$ cat config.mk
export PLATFORM = sky130hd
export DESIGN_NAME = if_stage_sramlike
export DESIGN_NICKNAME = d
export VERILOG_FILES = /design/src/rtl/if_stage_sramlike_pkg.sv /design/src/rtl/if_stage_sramlike_fetch_fifo.sv /design/src/rtl/if_stage_sramlike.sv
export SDC_FILE = /design/constraint.sdc
export NUM_CORES = 1
export LEC_CHECK = 0
export ABC_CLOCK_PERIOD_IN_PS = 5110
export BUFFER_PORTS_ARGS = -buffer_cell sky130_fd_sc_hd__buf_4
export CELL_PAD_IN_SITES_DETAIL_PLACEMENT = 0
export CELL_PAD_IN_SITES_GLOBAL_PLACEMENT = 1
export CORE_AREA = 2 2 226 228
export CTS_CLUSTER_SIZE = 30
export DETAILED_ROUTE_END_ITERATION = 16
export DIE_AREA = 0 0 228 230
export GPL_TIMING_DRIVEN = 0
export PLACE_DENSITY_LB_ADDON = 0.2
export SLEW_MARGIN = 25
export SYNTH_ARGS = -nofsm -noshare
export SYNTH_HDL_FRONTEND = slang
export SYNTH_SLANG_ARGS = --single-unit
$ cat constraint.sdc
create_clock -name clk -period 5.11 [get_ports clk]
set_clock_uncertainty 0.15 [all_clocks]
set_input_delay 1.533 -clock clk [delete_from_list [all_inputs] [get_ports clk]]
set_output_delay 1.533 -clock clk [all_outputs]
set_load 0.01 [all_outputs]
$ cat src/rtl/if_stage_sramlike_pkg.sv
// mycpu_fetch_pkg: shared widths, buffer-entry layout and redirect sources for the fetch stage
package mycpu_fetch_pkg;
    localparam int FS_TO_DS_BUS_WD = 65;
    localparam int BR_BUS_WD       = 33;
    localparam int FS_PC_LSB       = 0;
    localparam int FS_INST_LSB     = 32;
    localparam int FS_ADEF_BIT     = 64;

    typedef enum logic [1:0] {RD_NONE, RD_EX, RD_ERTN, RD_BR} redir_e;

    function automatic logic [FS_TO_DS_BUS_WD-1:0] fs_entry(input logic adef, input logic [31:0] inst, input logic [31:0] pc);
        logic [FS_TO_DS_BUS_WD-1:0] e;
        e = '0;
        e[FS_ADEF_BIT] = adef;
        e[FS_INST_LSB +: 32] = inst;
        e[FS_PC_LSB +: 32] = pc;
        return e;
    endfunction
endpackage

$ cat src/rtl/if_stage_sramlike_fetch_fifo.sv
// fetch_fifo: synchronous FIFO with flush; a push while full is accepted when a pop happens in the same cycle
// Ports: clk, reset (async, active high), i_flush empties the FIFO, i_push/i_data write,
//        i_pop read, o_data head entry, o_count occupancy, o_empty.
module fetch_fifo #(
    parameter int WIDTH = 32,
    parameter int DEPTH = 4
) (
    input  logic                   clk,
    input  logic                   reset,
    input  logic                   i_flush,
    input  logic                   i_push,
    input  logic                   i_pop,
    input  logic [WIDTH-1:0]       i_data,
    output logic [WIDTH-1:0]       o_data,
    output logic [$clog2(DEPTH):0] o_count,
    output logic                   o_empty
);
    localparam int AW = $clog2(DEPTH);

    logic [WIDTH-1:0] r_mem [DEPTH];
    logic [AW-1:0]    r_wp, r_rp;
    logic [AW:0]      r_cnt;
    logic             w_push, w_pop;

    always_comb begin
        w_pop   = i_pop && r_cnt != '0;
        w_push  = i_push && (r_cnt != (AW+1)'(DEPTH) || w_pop);
        o_data  = r_mem[r_rp];
        o_count = r_cnt;
        o_empty = r_cnt == '0;
    end

    always_ff @(posedge clk or posedge reset) begin
        if (reset) begin
            r_wp  <= '0;
            r_rp  <= '0;
            r_cnt <= '0;
        end else if (i_flush) begin
            r_wp  <= '0;
            r_rp  <= '0;
            r_cnt <= '0;
        end else begin
            if (w_push) r_wp <= r_wp + AW'(1);
            if (w_pop) r_rp <= r_rp + AW'(1);
            r_cnt <= r_cnt + (AW+1)'(w_push) - (AW+1)'(w_pop);
        end
    end

    always_ff @(posedge clk) begin
        if (w_push && !i_flush) r_mem[r_wp] <= i_data;
    end
endmodule

$ cat src/rtl/if_stage_sramlike.sv
// if_stage_sramlike: pre-IF/IF fetch stage on an SRAM-like req/addr_ok/data_ok bus with an instruction buffer
// Ports: clk, reset (async, active high); ds_allowin; br_bus {taken, target}; ex_flush/ex_entry;
//        ertn_flush/era; fs_to_ds_valid/fs_to_ds_bus {adef, inst, pc} to ID; inst_sram_* bus
//        (write side tied off). IF_PERF_CNT_EN adds fetch_cnt and cancel_cnt.
module if_stage_sramlike
    import mycpu_fetch_pkg::*;
#(
    parameter logic [31:0] RESET_PC   = 32'h1c000000,
    parameter int          IBUF_DEPTH = 4,
    parameter int          CNT_W      = 3
) (
    input  logic                       clk,
    input  logic                       reset,
    input  logic                       ds_allowin,
    input  logic [BR_BUS_WD-1:0]       br_bus,
    input  logic                       ex_flush,
    input  logic [31:0]                ex_entry,
    input  logic                       ertn_flush,
    input  logic [31:0]                era,
    output logic                       fs_to_ds_valid,
    output logic [FS_TO_DS_BUS_WD-1:0] fs_to_ds_bus,
    output logic                       inst_sram_req,
    output logic                       inst_sram_wr,
    output logic [1:0]                 inst_sram_size,
    output logic [3:0]                 inst_sram_wstrb,
    output logic [31:0]                inst_sram_addr,
    output logic [31:0]                inst_sram_wdata,
    input  logic                       inst_sram_addr_ok,
    input  logic                       inst_sram_data_ok,
    input  logic [31:0]                inst_sram_rdata
`ifdef IF_PERF_CNT_EN
    ,
    output logic [31:0]                fetch_cnt,
    output logic [31:0]                cancel_cnt
`endif
);
    localparam int IW = $clog2(IBUF_DEPTH) + 1;

    logic                       r_run, r_stall;
    logic [31:0]                r_fetch_pc;
    logic [CNT_W-1:0]           r_discard;
    logic [IW-1:0]              w_inflight, w_ibuf_cnt;
    logic                       w_tag_empty, w_ibuf_empty;
    logic [31:0]                w_tag_pc, w_target;
    logic [FS_TO_DS_BUS_WD-1:0] w_ibuf_head, w_ibuf_din;
    redir_e                     w_rd;
    logic                       w_redirect, w_req, w_acc, w_drop, w_resp_push, w_adef_push, w_ibuf_pop;
    logic [CNT_W+1:0]           w_occ;
    logic [CNT_W-1:0]           w_disc_add;

    assign inst_sram_wr    = 1'b0;
    assign inst_sram_size  = 2'b10;
    assign inst_sram_wstrb = 4'h0;
    assign inst_sram_wdata = 32'h0;

    always_comb begin
        w_rd        = ex_flush ? RD_EX : ertn_flush ? RD_ERTN : br_bus[BR_BUS_WD-1] ? RD_BR : RD_NONE;
        w_redirect  = w_rd != RD_NONE;
        w_target    = w_rd == RD_EX ? ex_entry : w_rd == RD_ERTN ? era : br_bus[31:0];
        // Bus transactions still owed to us (live or stale) plus buffered ones never exceed
        // IBUF_DEPTH, so the in-flight and discard counters cannot wrap.
        w_occ       = (CNT_W+2)'(w_inflight) + (CNT_W+2)'(w_ibuf_cnt) + (CNT_W+2)'(r_discard);
        w_req       = r_run && !w_redirect && r_fetch_pc[1:0] == 2'b00 && w_occ < (CNT_W+2)'(IBUF_DEPTH);
        w_acc       = w_req && inst_sram_addr_ok;
        // A response arriving with a redirect belongs to a cancelled request.
        w_drop      = inst_sram_data_ok && (r_discard != '0 || w_redirect);
        w_resp_push = inst_sram_data_ok && !w_drop && !w_tag_empty;
        w_adef_push = r_run && !w_redirect && r_fetch_pc[1:0] != 2'b00 && !r_stall
                      && w_inflight == '0 && w_ibuf_cnt != IW'(IBUF_DEPTH);
        w_ibuf_din  = w_resp_push ? fs_entry(1'b0, inst_sram_rdata, w_tag_pc) : fs_entry(1'b1, 32'h0, r_fetch_pc);
        w_disc_add  = w_redirect ? CNT_W'(w_inflight) + CNT_W'(w_acc) : '0;
        fs_to_ds_valid = !w_ibuf_empty && !w_redirect;
        fs_to_ds_bus   = fs_to_ds_valid ? w_ibuf_head : '0;
        w_ibuf_pop     = fs_to_ds_valid && ds_allowin;
        inst_sram_req  = w_req;
        inst_sram_addr = w_req ? r_fetch_pc : 32'h0;
    end

    // The pc-tag FIFO occupancy is the in-flight request count.
    fetch_fifo #(.WIDTH(32), .DEPTH(IBUF_DEPTH)) u_tag (
        .clk(clk), .reset(reset), .i_flush(w_redirect), .i_push(w_acc), .i_pop(w_resp_push),
        .i_data(r_fetch_pc), .o_data(w_tag_pc), .o_count(w_inflight), .o_empty(w_tag_empty)
    );

    fetch_fifo #(.WIDTH(FS_TO_DS_BUS_WD), .DEPTH(IBUF_DEPTH)) u_ibuf (
        .clk(clk), .reset(reset), .i_flush(w_redirect), .i_push(w_resp_push || w_adef_push), .i_pop(w_ibuf_pop),
        .i_data(w_ibuf_din), .o_data(w_ibuf_head), .o_count(w_ibuf_cnt), .o_empty(w_ibuf_empty)
    );

    always_ff @(posedge clk or posedge reset) begin
        if (reset) begin
            r_run      <= 1'b0;
            r_stall    <= 1'b0;
            r_fetch_pc <= RESET_PC;
            r_discard  <= '0;
        end else begin
            r_run     <= 1'b1;
            r_discard <= r_discard + w_disc_add - CNT_W'(w_drop);
            if (w_redirect) begin
                r_fetch_pc <= w_target;
                r_stall    <= 1'b0;
            end else begin
                if (w_acc) r_fetch_pc <= r_fetch_pc + 32'd4;
                if (w_adef_push) r_stall <= 1'b1;
            end
        end
    end

    always_ff @(posedge clk) begin
        if (!reset && w_drop) assert (r_discard + w_disc_add != '0);
    end

`ifdef IF_PERF_CNT_EN
    always_ff @(posedge clk or posedge reset) begin
        if (reset) begin
            fetch_cnt  <= 32'h0;
            cancel_cnt <= 32'h0;
        end else begin
            fetch_cnt  <= fetch_cnt + 32'(w_acc);
            cancel_cnt <= cancel_cnt + 32'(w_drop);
        end
    end
`endif
endmodule

==> reports/results.ini <==
[clocking]
clock_sink_count=439
cts_root_buf=clkbuf_16
clk_latency_ns=0.56
clockBufferDepth=3
cts_buffers=44
cts_tree=done
cts.clk_slew.worst_paths_ns=0.06
cts_max_level=2

[logic_synthesis]
ys_top_cells_by_count=edfxtp_1 (388), and2_1 (133), nand2_1 (132), mux4_2 (97), clkbuf_1 (57)
synth_top_area_share=0.591
synth_cell_types=67
syn_area_um2=19700
ys_seq_elements=439
synthArstFlopShare=0.116
ys_warn_count=0
synth.most_common_cell=edfxtp_1
synth.avg_cell_area_um2=15.2
seq_area_frac_synth=0.656
synth_area_leaders=edfxtp_1 (59%), mux4_2 (11%), dfrtp_1 (6.1%)
yosys.area.top_type=edfxtp_1
synth_ff_type=edfxtp_1
synth_edf_count=388
synth_cells=1294

[timing]
maxSlewViolCount=0
period_needed_ns=4.96
tightest_slew_ns=0.951
hold_viol=0
setup_viol=0
final.period_utilization=0.971
slew_headroom=0.360
rsz0062_at_grt=false
fmax_ghz=0.202

[grt]
grt_remaining_overflow=0
track_usage=0.186
grt_pass1_wl_um=73900
grt_pass1_vias=12103
grt_max_degree=28
antenna_found_initial=1

[power]
irDropWorstVdd_mv=0.223
p_leak_nw=9.06
power.total_w=0.00767
powerDensity_nw_per_um2=314

[placement]
dp.cells=2256
portBuffers=231
place.gp.congestion=0.869
dpl.hpwl_um=35200

[final_layout]
num_antenna_cells=0
regArea_um2=12900
multi_input_area_um2=6150
drive_gt1_frac=0.311
instances_no_fill=2335
nNetsFinal=1794
area_growth_pct=23.6
fill_cells=4414

[worst_setup_path]
critPathMaxStageDelay_ns=0.41
critPathSlowestCell=nor3_2
worstPathArrival_ns=3.28
crit_path_frequent_cell=buf_4
crit_required_ns=3.43
crit_chain=buf_4 -> clkbuf_1 -> nor3_2 -> o211ai_1 -> nor2_4 -> buf_4 -> and2_1 -> buf_4
cp_max_fo=16
cp-start-kind=input port
worst_setup_path_end_kind=primary output
worstSetupPathType=in -> out

[routing]
firstDrtPassIters=5
via_count=11832
finalWirelength_um=49400
drt_iter0_markers=978
wl_per_cell_um=21.2
route.detailed.drc=0
viasPerCell=5.07
final_antenna_net_count=0

[worst_hold_path]
hp-class=reg -> reg

[die]
num_rows=82
dieArea_um2=52400
core_um2=49900
start_util=0.396
pin_count=274
die_h_um=230
die_w_um=228

[status]
status=finished, final reports clean

[job]
drv_cap=0

## cell families after synthesis
| group | after synthesis | share of synthesized area |
|---|---|---|
| AOI/OAI and AO/OA | 143 | 0.0476 |
| adders and majority gates | 26 | 0.0188 |
| buffers and inverters | 160 | 0.0455 |
| xor gates and xnor gates | 17 | 0.00755 |
| DFF | 439 | 0.656 |
| muxes | 108 | 0.117 |
| and+or+nand+nor | 399 | 0.108 |
| other | 2 | 0.000381 |
## what timing repair did
action / 4_1_cts / 5_1_grt
endpoints found under the setup margin: 97 / 57
buffers inserted: 4 / 2
resized for setup: 21 / 9
pin swaps: 2 / 3
hold buffers: 0 / 0
## metal layers
metal,global-route usage,routed length [um]
met1,0.246,21300
met3,0.0339,2770
met4,0.0500,1050
met5,0,0
met2,0.315,24300
## critical path: cells and delay by family
family          cells  cell delay [ns]
buf+inv             4             0.71
simple gates        3             0.77
compound gates      1             0.25
## power breakdown
group          switching, W  total [W]  internal [W]
logic              0.000292   0.000545      0.000253
registers          0.000102    0.00409       0.00399
clock network       0.00130    0.00303       0.00173
## layout by cell type (no fill, tap or decap), types with 20 or more instances in the layout
| cell type | Yosys | final |
|---|---|---|
| clkbuf_1 | 57 | 55 |
| conb_1 | 2 | 42 |
| o21ai_0 | 24 | 23 |
| dfrtp_1 | 48 | 47 |
| inv_1 | 39 | 36 |
| clkbuf_16 | 0 | 46 |
| edfxtp_1 | 388 | 388 |
| nor2_1 | 35 | 34 |
| ha_1 | 20 | 20 |
| buf_4 | 42 | 279 |
| nand2_1 | 132 | 132 |
| mux4_2 | 97 | 97 |
| and2_1 | 133 | 129 |
| a21oi_1 | 50 | 50 |
## flip-flops by register name, indices dropped and copies added (netlist names)
| name | count |
|---|---|
| u_ibuf.r_mem | 260 |
| u_tag.r_wp | 2 |
| r_fetch_pc | 32 |
| r_discard | 3 |
| u_tag.r_mem | 128 |
| u_ibuf.o_count | 3 |
| r_run | 1 |
| u_tag.o_count | 3 |
| u_ibuf.r_rp | 2 |
| u_ibuf.r_wp | 2 |
| r_stall | 1 |
| u_tag.r_rp | 2 |
## cell type report
class | instances | share of cell area
multi-input combinational | 735 | 0.252
clock buffer | 58 | 0.0503
buffer | 116 | 0.0313
tap | 672 | 0.0345
inverter | 39 | 0.00611
sequential | 439 | 0.530
clock inverter | 19 | 0.00528
timing repair buffer | 257 | 0.0901
## through the flow
| stage | hold slack, ns | instance area [um2] | util | worst slack, ns | TNS, ns |
|---|---|---|---|---|---|
| 2_1_floorplan | 0.316 | 19900 | - | -1.18 | -306.90 |
| 3_3_place_gp | 0.335 | 22500 | 0.450 | -4.53 | -1309.30 |
| 3_5_place_dp | 0.339 | 22900 | 0.459 | -0.850 | -55.93 |
| 4_1_cts | 0.353 | 24300 | 0.488 | 0.00789 | 0 |
| 5_1_grt | 0.376 | 24400 | 0.489 | 0.00416 | 0 |
| 6_report | 0.350 | 24400 | 0.489 | 0.148 | 0 |
## path summary, 6_finish.rpt
| kind | slack [ns] | cells after the start | to | start |
|---|---|---|---|---|
| worst max-delay path | 0.15 | 8 | inst_sram_addr[4] | br_bus[32] |
| worst max register to register | 0.55 | 17 | r_discard[2] | u_ibuf.o_count[2] |
| max in group asynchronous | 3.42 | 3 | r_fetch_pc[26] | reset |
| min in group asynchronous | 0.83 | 2 | r_fetch_pc[31] | reset |
| worst min-delay path | 0.35 | 2 | r_stall | r_stall |
| worst min register to register | 0.35 | 2 | r_stall | r_stall |
Power figures use the tool's default switching activity.
